<file path="src/rtl/lane_capture_arb.sv">
// lane_capture_arb: round-robin arbiter that lets NREQ requesters take turns
// writing a shared LANES-bit capture register bank under a per-lane mask.
// A requester holding lock keeps the grant for up to MAXBURST cycles.
//
// Ports:
//   clk     rising-edge clock
//   rst_n   asynchronous active-low reset
//   req     per-requester transfer request            [NREQ]
//   lock    per-requester burst hold (qualified by req) [NREQ]
//   wdata   per-requester lane data, slot i at [i*LANES +: LANES]
//   wmask   per-requester lane mask, same packing as wdata
//   gnt     registered one-hot grant, zero when idle   [NREQ]
//   result  shared capture register bank               [LANES]
//   busy    high while a grant is active
//   sig     running capture signature                  [64]
//
// Build option: define LANE_CAPTURE_SIG_EN to enable the capture signature;
// without it sig is tied to zero and no signature logic exists.
module lane_capture_arb #(
  parameter int unsigned NREQ     = 4,
  parameter int unsigned LANES    = 4,
  parameter int unsigned MAXBURST = 4
) (
  input  logic                    clk,
  input  logic                    rst_n,
  input  logic [NREQ-1:0]         req,
  input  logic [NREQ-1:0]         lock,
  input  logic [NREQ*LANES-1:0]   wdata,
  input  logic [NREQ*LANES-1:0]   wmask,
  output logic [NREQ-1:0]         gnt,
  output logic [LANES-1:0]        result,
  output logic                    busy,
  output logic [63:0]             sig
);

  localparam int unsigned IW = (NREQ > 1) ? $clog2(NREQ) : 1;
  localparam int unsigned BW = (MAXBURST > 1) ? $clog2(MAXBURST) : 1;

  localparam logic [0:0] IDLE  = 1'b0;
  localparam logic [0:0] GRANT = 1'b1;

  logic [0:0]       state_q, state_n;
  logic [IW-1:0]    w_q, w_n;
  logic [IW-1:0]    ptr_q, ptr_n;
  logic [BW-1:0]    bcnt_q, bcnt_n;
  logic [NREQ-1:0]  gnt_n;
  logic             busy_n;
  logic [LANES-1:0] result_n;

  // Current winner's request, lock, data and mask
  logic             req_w, lock_w;
  logic [LANES-1:0] wd_w, wm_w;

  always_comb begin
    req_w  = 1'b0;
    lock_w = 1'b0;
    wd_w   = '0;
    wm_w   = '0;
    for (int i = 0; i < NREQ; i++) begin
      if (w_q == IW'(i)) begin
        req_w  = req[i];
        lock_w = lock[i];
        wd_w   = wdata[i*LANES +: LANES];
        wm_w   = wmask[i*LANES +: LANES];
      end
    end
  end

  // Successor of the winner, modulo NREQ
  logic [IW-1:0] w_inc;
  assign w_inc = (w_q == IW'(NREQ - 1)) ? '0 : w_q + IW'(1);

  // Round-robin search: rotate req so the start index sits at bit 0, then
  // take the lowest set bit. Starting at w+1 leaves w as the last candidate.
  logic [IW-1:0]   arb_start;
  logic [NREQ-1:0] rot;
  logic [IW-1:0]   arb_idx;
  logic            arb_hit;

  assign arb_start = (state_q == GRANT) ? w_inc : ptr_q;
  assign rot       = NREQ'({req, req} >> arb_start);

  always_comb begin
    arb_idx = '0;
    arb_hit = 1'b0;
    for (int k = 0; k < NREQ; k++) begin
      if (!arb_hit && rot[k]) begin
        arb_hit = 1'b1;
        arb_idx = IW'((int'(arb_start) + k) % NREQ);
      end
    end
  end

  logic [LANES-1:0] wr_val;
  assign wr_val = (result & ~wm_w) | (wd_w & wm_w);

`ifdef LANE_CAPTURE_SIG_EN
  logic [63:0] sig_n;
`endif

  // Next-state and registered-output logic
  always_comb begin
    state_n  = state_q;
    w_n      = w_q;
    ptr_n    = ptr_q;
    bcnt_n   = bcnt_q;
    gnt_n    = gnt;
    busy_n   = busy;
    result_n = result;
`ifdef LANE_CAPTURE_SIG_EN
    sig_n    = sig;
`endif
    case (state_q)
      IDLE: begin
        if (arb_hit) begin
          state_n = GRANT;
          w_n     = arb_idx;
          gnt_n   = NREQ'(1) << arb_idx;
          busy_n  = 1'b1;
        end
      end
      GRANT: begin
        if (req_w) begin
          result_n = wr_val;
`ifdef LANE_CAPTURE_SIG_EN
          sig_n = {sig[62:0], sig[63] ^ sig[2] ^ sig[0]} ^ 64'(wr_val);
`endif
        end
        if (lock_w && req_w && (bcnt_q < BW'(MAXBURST - 1))) begin
          bcnt_n = bcnt_q + BW'(1);
        end else begin
          ptr_n  = w_inc;
          bcnt_n = '0;
          if (arb_hit) begin
            w_n   = arb_idx;
            gnt_n = NREQ'(1) << arb_idx;
          end else begin
            state_n = IDLE;
            gnt_n   = '0;
            busy_n  = 1'b0;
          end
        end
      end
      default: begin
        state_n = IDLE;
        gnt_n   = '0;
        busy_n  = 1'b0;
        bcnt_n  = '0;
      end
    endcase
  end

  // State and output registers
  always_ff @(posedge clk or negedge rst_n) begin
    if (!rst_n) begin
      state_q <= IDLE;
      w_q     <= '0;
      ptr_q   <= '0;
      bcnt_q  <= '0;
      gnt     <= '0;
      busy    <= 1'b0;
      result  <= '0;
`ifdef LANE_CAPTURE_SIG_EN
      sig     <= '0;
`endif
    end else begin
      state_q <= state_n;
      w_q     <= w_n;
      ptr_q   <= ptr_n;
      bcnt_q  <= bcnt_n;
      gnt     <= gnt_n;
      busy    <= busy_n;
      result  <= result_n;
`ifdef LANE_CAPTURE_SIG_EN
      sig     <= sig_n;
`endif
    end
  end

`ifndef LANE_CAPTURE_SIG_EN
  assign sig = '0;
`endif

endmodule

</file>
<file path="config.mk">
export PLATFORM = sky130hd
export DESIGN_NAME = lane_capture_arb
export DESIGN_NICKNAME = d
export VERILOG_FILES = /design/src/rtl/lane_capture_arb.sv
export SDC_FILE = /design/constraint.sdc
export NUM_CORES = 1
export LEC_CHECK = 0
export BUFFER_PORTS_ARGS = -buffer_cell sky130_fd_sc_hd__buf_2
export CAP_MARGIN = 0
export CORE_UTILIZATION = 45
export DETAILED_ROUTE_END_ITERATION = 7
export HOLD_SLACK_MARGIN = 0.15
export PLACE_DENSITY = 0.95
export SETUP_SLACK_MARGIN = 0.15
export SLEW_MARGIN = 10
export SYNTH_ARGS = -nofsm -noshare
export SYNTH_HDL_FRONTEND = slang
export SYNTH_SLANG_ARGS = --single-unit
</file>
<file path="constraint.sdc">
create_clock -name clk -period 4.2 [get_ports clk]
set_input_delay 0.84 -clock clk [delete_from_list [all_inputs] [get_ports clk]]
set_output_delay 0.84 -clock clk [all_outputs]
set_load 0.02 [all_outputs]
</file>
======== Word level (Yosys, flattened, before mapping) ========
Index checks and enable logic that the tools add are counted.
operators by class
  $lt $le $gt $ge ......................... 1
  reduce and logical (&&, ||, !) cells .... 13
  shift operators ......................... 2
  add/sub/neg operators ................... 5
  muxes and demuxes ....................... 41
  bitwise gates (word level) .............. 6
  equal/unequal tests ..................... 6
operator list
  operator             count
  $mux 4               11
  $mux 2               9
  $mux 1               17
  $and 4x4->4          2
  $pmux 4 s2           1
  $shr 8x2->4          1
  $add 2x1->2 const B  3
  $ne 2x2->1 const B   3
  $reduce_and 2->1     3
  $logic_and 1x1->1    5
  $add 2x2->2 const B  2
  $eq 2x2->1 const B   2
  $not 4->4            1
  $or 4x4->4           1
  $pmux 1 s2           2
  $pmux 2 s2           1
  $shl 1x2->4 const A  1
  $logic_not 1->1      3
  $reduce_and 3->1     1
  $eq 2x1->1 const B   1
  $logic_not 2->1      1
  $lt 2x2->1 const B   1
  $not 1->1            2
word-level totals
  flip-flop bits (word level) ............. 16
  input port bits ......................... 42

======== Longest topological paths before layout ========
  depth after elaboration ................. 18
  depth in mapped cells ................... 9
  gate-level depth less buffers ........... 7

======== Worst setup path after synthesis ========
Ideal clock, no wire load.
  path kind ............................... reg2reg
  start point ............................. register w_q[0]
  end point ............................... register gnt[0]
  library setup time ...................... 0.121 ns
  clock period less this slack ............ 1.952 ns
  buffers on the path ..................... 0
  arrival ................................. 1.831 ns
  required time ........................... 4.079 ns
  path slack .............................. 2.248 ns
  cell stages (with the launch flop) ...... 7
  path through ............................ dfrtp_1 > inv_1 > ha_1 > mux2_4 > a211o_1 > a31o_1 > a32o_2
between the ends
  longest elaborated chain between the ends .. 18
  elaborated cells on any way between the ends .. 43
  classes of those cells .................. add/sub: 4; eq/ne: 5; shift: 2; mux: 22; reduce/logical: 10
ends and longest elaborated chain
  what                                       line      source
  start, declared                            43        logic [IW-1:0] w_q, w_n;
  start signal, assigned                     168       w_q <= w_n;
  $add 2x1->2 or $eq 2x2->1 (tied branches)  71        assign w_inc = (w_q == IW'(NREQ - 1)) ? '0 : w_q + IW'(1);
  $mux 2 (*)                                 71
  net w_inc[1]                               70        logic [IW-1:0] w_inc;
  $mux 2 (*)                                 80        assign arb_start = (state_q == GRANT) ? w_inc : ptr_q;
  $shr 8x2->4                                81        assign rot = NREQ'({req, req} >> arb_start);
  $mux 1                                     87        if (!arb_hit && rot[k]) begin
  $logic_not 1->1                            87
  $logic_and 1x1->1                          87
  [... 3 more ...]                           n/a
  $mux 1                                     87
  $logic_not 1->1                            87
  $logic_and 1x1->1                          87
  $mux 2                                     87
  $shl 1x2->4                                118, 136
  $mux 4                                     134       if (arb_hit) begin
  $mux 4                                     129       if (lock_w && req_w && (bcnt_q < BW'(MAXBURST - 1))) begin
  $pmux 4 s2                                 113       case (state_q)
  end signal, assigned                       171       gnt <= gnt_n;
  end, declared                              30        output logic [NREQ-1:0] gnt,
The timed path passes the listed nets; every way through them passes the cells marked *. The select of a mux whose other input is x is not followed.
A chain may end at the register's enable or synchronous reset.

======== Final worst setup path ========
  start point ............................. register w_q[0]
  end point ............................... register gnt[0]
between the ends
  longest elaborated chain between the ends .. 18
  elaborated cells on any way between the ends .. 43
  classes of those cells .................. add/sub: 4; eq/ne: 5; shift: 2; mux: 22; reduce/logical: 10
ends and longest elaborated chain
  what                                       line
  $add 2x1->2 or $eq 2x2->1 (tied branches)  71, 60
  $mux 2                                     71
  $mux 2                                     80
  $shr 8x2->4                                81
  $mux 1                                     87
  $logic_not 1->1                            87
  $logic_and 1x1->1                          87
  $mux 1                                     87
  [... 2 more ...]                           n/a
  $mux 1                                     87
  $logic_not 1->1                            87
  $logic_and 1x1->1                          87
  $mux 2                                     87
  $shl 1x2->4                                118, 136
  $mux 4                                     134
  $mux 4                                     129
  $pmux 4 s2                                 113
Several ways; a longest one is shown, not always the timed one. The select of a mux whose other input is x is not followed.

==> metrics.md <==
| Metric | Value |
|---|---|
| Cells after synthesis | 196 |
| Max Cap Viol | 0 |
| Most frequent cell after synthesis | buf_4 |
| Number of setup buffers added after CTS | 0 |
| Hold Path Class | input pin to async pin |
| Crit-path leading delay family | compound AO/OA/AOI/OAI gates |
| Peak VDD IR | 347 uV |
| Gr ovfl total | 0 |
| Core area | 3440 um^2 |
| Cell leakage power | a little over 0.9 nW |
| Die Ht | 62.7 um |
| Residual DRC count | 0 |
| Met3 GRT Util | 1.64% |
| Clock-pin slew on the worst setup and hold paths | 0.06 ns |
| Tmin final | 2.49 ns |
| Reg-to-Reg Start | w_q[0] |
| Number of diodes | 0 |
| Synth cell count leaders | 64 x buf_4, 16 x dfrtp_1, 11 x a21oi_1, 11 x nand2_1, 10 x nor2b_1 |
| Worst-margin pin slew | 0.763 ns |
| FP Rows | 21 |
| Final setup vio count | 0 |
| Max Clock Skew | between 0.005 and 0.006 ns |
| Post-synth top area cell | buf_4 |
| Initial Util | 48.2% |
| Root Buffer | clkbuf_8 |
| Startpoint Class | flip-flop |
| Largest net degree at the start of global routing | 24 |
| Fin Setup TNS | 0 ns |
| Overall power | approximately 1.2 mW |
| FF-to-FF setup slack | 1.71 ns |
| Worst skew pair latency | ~0.25 ns |
| Crit path buf inv count | 1 |
| Overall routing resource usage | about 15% |
| H-tree depth | 1 |
| Final period util | between 50% and 60% |
| Worst-path cell chain | inv_1 -> ha_1 -> a211oi_1 -> a211oi_2 -> nand4_1 -> and2_1 -> a32o_2 |
| Wire per inst | 11.4 um |
| Die W | around 63 um |
| RSZ-0062 raised after global routing | false |
| Vias | 1362 |
| Synthesis Warnings | 0 |
| Status | complete, no violations |
| Mapped cell area | 1660 um^2 |
| CP max FO | 20 |
| Number of global-route vias before repair | 1163 |
| Gpl congestion | 0.884 |
| Fmax | 401 MHz |
| CTS Sinks | 16 |
| Register area share after synthesis | 24.2% |
| Register bit count reported by yosys | 16 |
| Met1 GRT Util | a little under a fifth |
| WP data required | 4.34 ns |
| Final ANT Viol Nets | 0 |
| Critical-path top delay cell | ha_1 |
| TritonCTS clock tree | built |
| Number of synthesized flops with an enable pin | 0 |
| DR iter-0 viols | 31 |
| Final Max Tran Viols | 0 |
| Fill count | approximately 330 |
| Post-synth top area share | between 20% and 30% |
| Synth async-reset ratio | 100% |
| CP startpoint | w_q[0] |
| CP endpoint kind | flip-flop |
| Layout cells sized above 1 | 24.7% |
| Slew margin rel. | a little under 50% |
| Cts hold-fix bufs | 0 |
| Post-Route WL | about 3.3 mm |
| Netlist cell types | 39 |
| Crit-path max cell delay | approximately 0.57 ns |
| Final Hold Viols | 0 |
| Area contributors post-synth | buf_4 29%, dfrtp_1 24%, a221oi_1 4.2% |
| First-pass GRT wire length | 4.97 mm |
| Clk buf depth | 2 |
| Area occupied by registers | 400 um^2 |
| Die area | 3930 um^2 |
| GRT busiest layer | met2 |
| Resized cells post-CTS | 0 |
| CTS buffer count | 3 |
| Met2 Usage GRT | 27.3% |
| NumNets Final | 288 |
| Footprint of the multi-input gates | 940 um^2 |
| Synthesis-to-layout area growth | 3.47% |
| Via density | around 4.8 |
| Setup Crit Path Kind | flip-flop to flip-flop |
| Hpwl dp | 2.63 mm |
| Port Buffer Count | 50 |
| Most used DFF post-synth | dfrtp_1 |
| # IOs | roughly 120 |
| Syn Area/Cell | around 8.5 um^2 |
| Initial antenna violation count | 0 |
| Layout Utilization | 49.8% |
| PD cells | 697 nW/um^2 |
| Drt first pass iters | 4 |
| CP Data Arrival Time | 2.63 ns |
==> placed cells by master, fill, tap and decap left out, types with 5 or more instances in the layout <==
cell type	n
buf_2	50
ha_1	5
nor2_1	7
nor2b_1	10
conb_1	64
dfrtp_1	16
a21oi_1	11
mux2i_1	5
inv_1	7
a221oi_1	8
a31oi_1	5
nand2_1	11
==> worst register-to-register path: cells and delay by family, from the launching register on <==
family	cells	cell delay (ns)
DFF	1	0.44
adders and majority gates	1	0.57
buffers and inverters	1	0.13
AOI/OAI and AO/OA	3	0.74
and+or+nand+nor	2	0.51
==> per-layer routing <==
| layer | vias to the layer above | share of wire [%] |
|---|---|---|
| met3 | 3 | 5.3 |
| li1 | 646 | - |
| met4 | 0 | 1.0 |
| met2 | 73 | 52 |
| met5 | - | 0 |
| met1 | 640 | 42 |
==> stage by stage <==
stage / cells / worst slack, ns / hold slack, ns / instance area (um^2)
after floorplan: 259 / 2.25 / 0.457 / 1890
after global placement: 282 / 1.85 / 0.475 / 1670
after detailed placement: 282 / 1.74 / 0.488 / 1670
after CTS: 285 / 1.74 / 0.496 / 1720
after global routing: 285 / 1.48 / 0.515 / 1720
final: 285 / 1.71 / 0.491 / 1720
==> path summary, 6_finish.rpt <==
kind,to,cells after the start
max reg2reg,gnt[0],7
max in group asynchronous,w_q[0],1
min,ptr_q[1],1
min reg2reg,bcnt_q[0],1
min in group clk,bcnt_q[0],1
max,gnt[0],7
==> logic make-up after synthesis <==
group,synth area share (%)
and+or+nand+nor,11.8
AOI/OAI and AO/OA,21.4
DFF,24.2
adders and majority gates,3.77
other,0.226
buffers and inverters,33.4
muxes,5.28
==> cell type report <==
class	count	area share, %
multi-input combinational	163	54.8
sequential	16	23.3
tap	46	3.36
inverter	7	1.53
clock buffer	3	2.41
timing repair buffer	50	14.6
==> power by group <==
group | switching [mW] | internal [mW]
Clock | 0.0503 | 0.0637
Combinational | 0.493 | 0.324
Sequential | 0.0416 | 0.222
Total | 0.585 | 0.610
No activity file was read; power rests on OpenSTA's default activity.
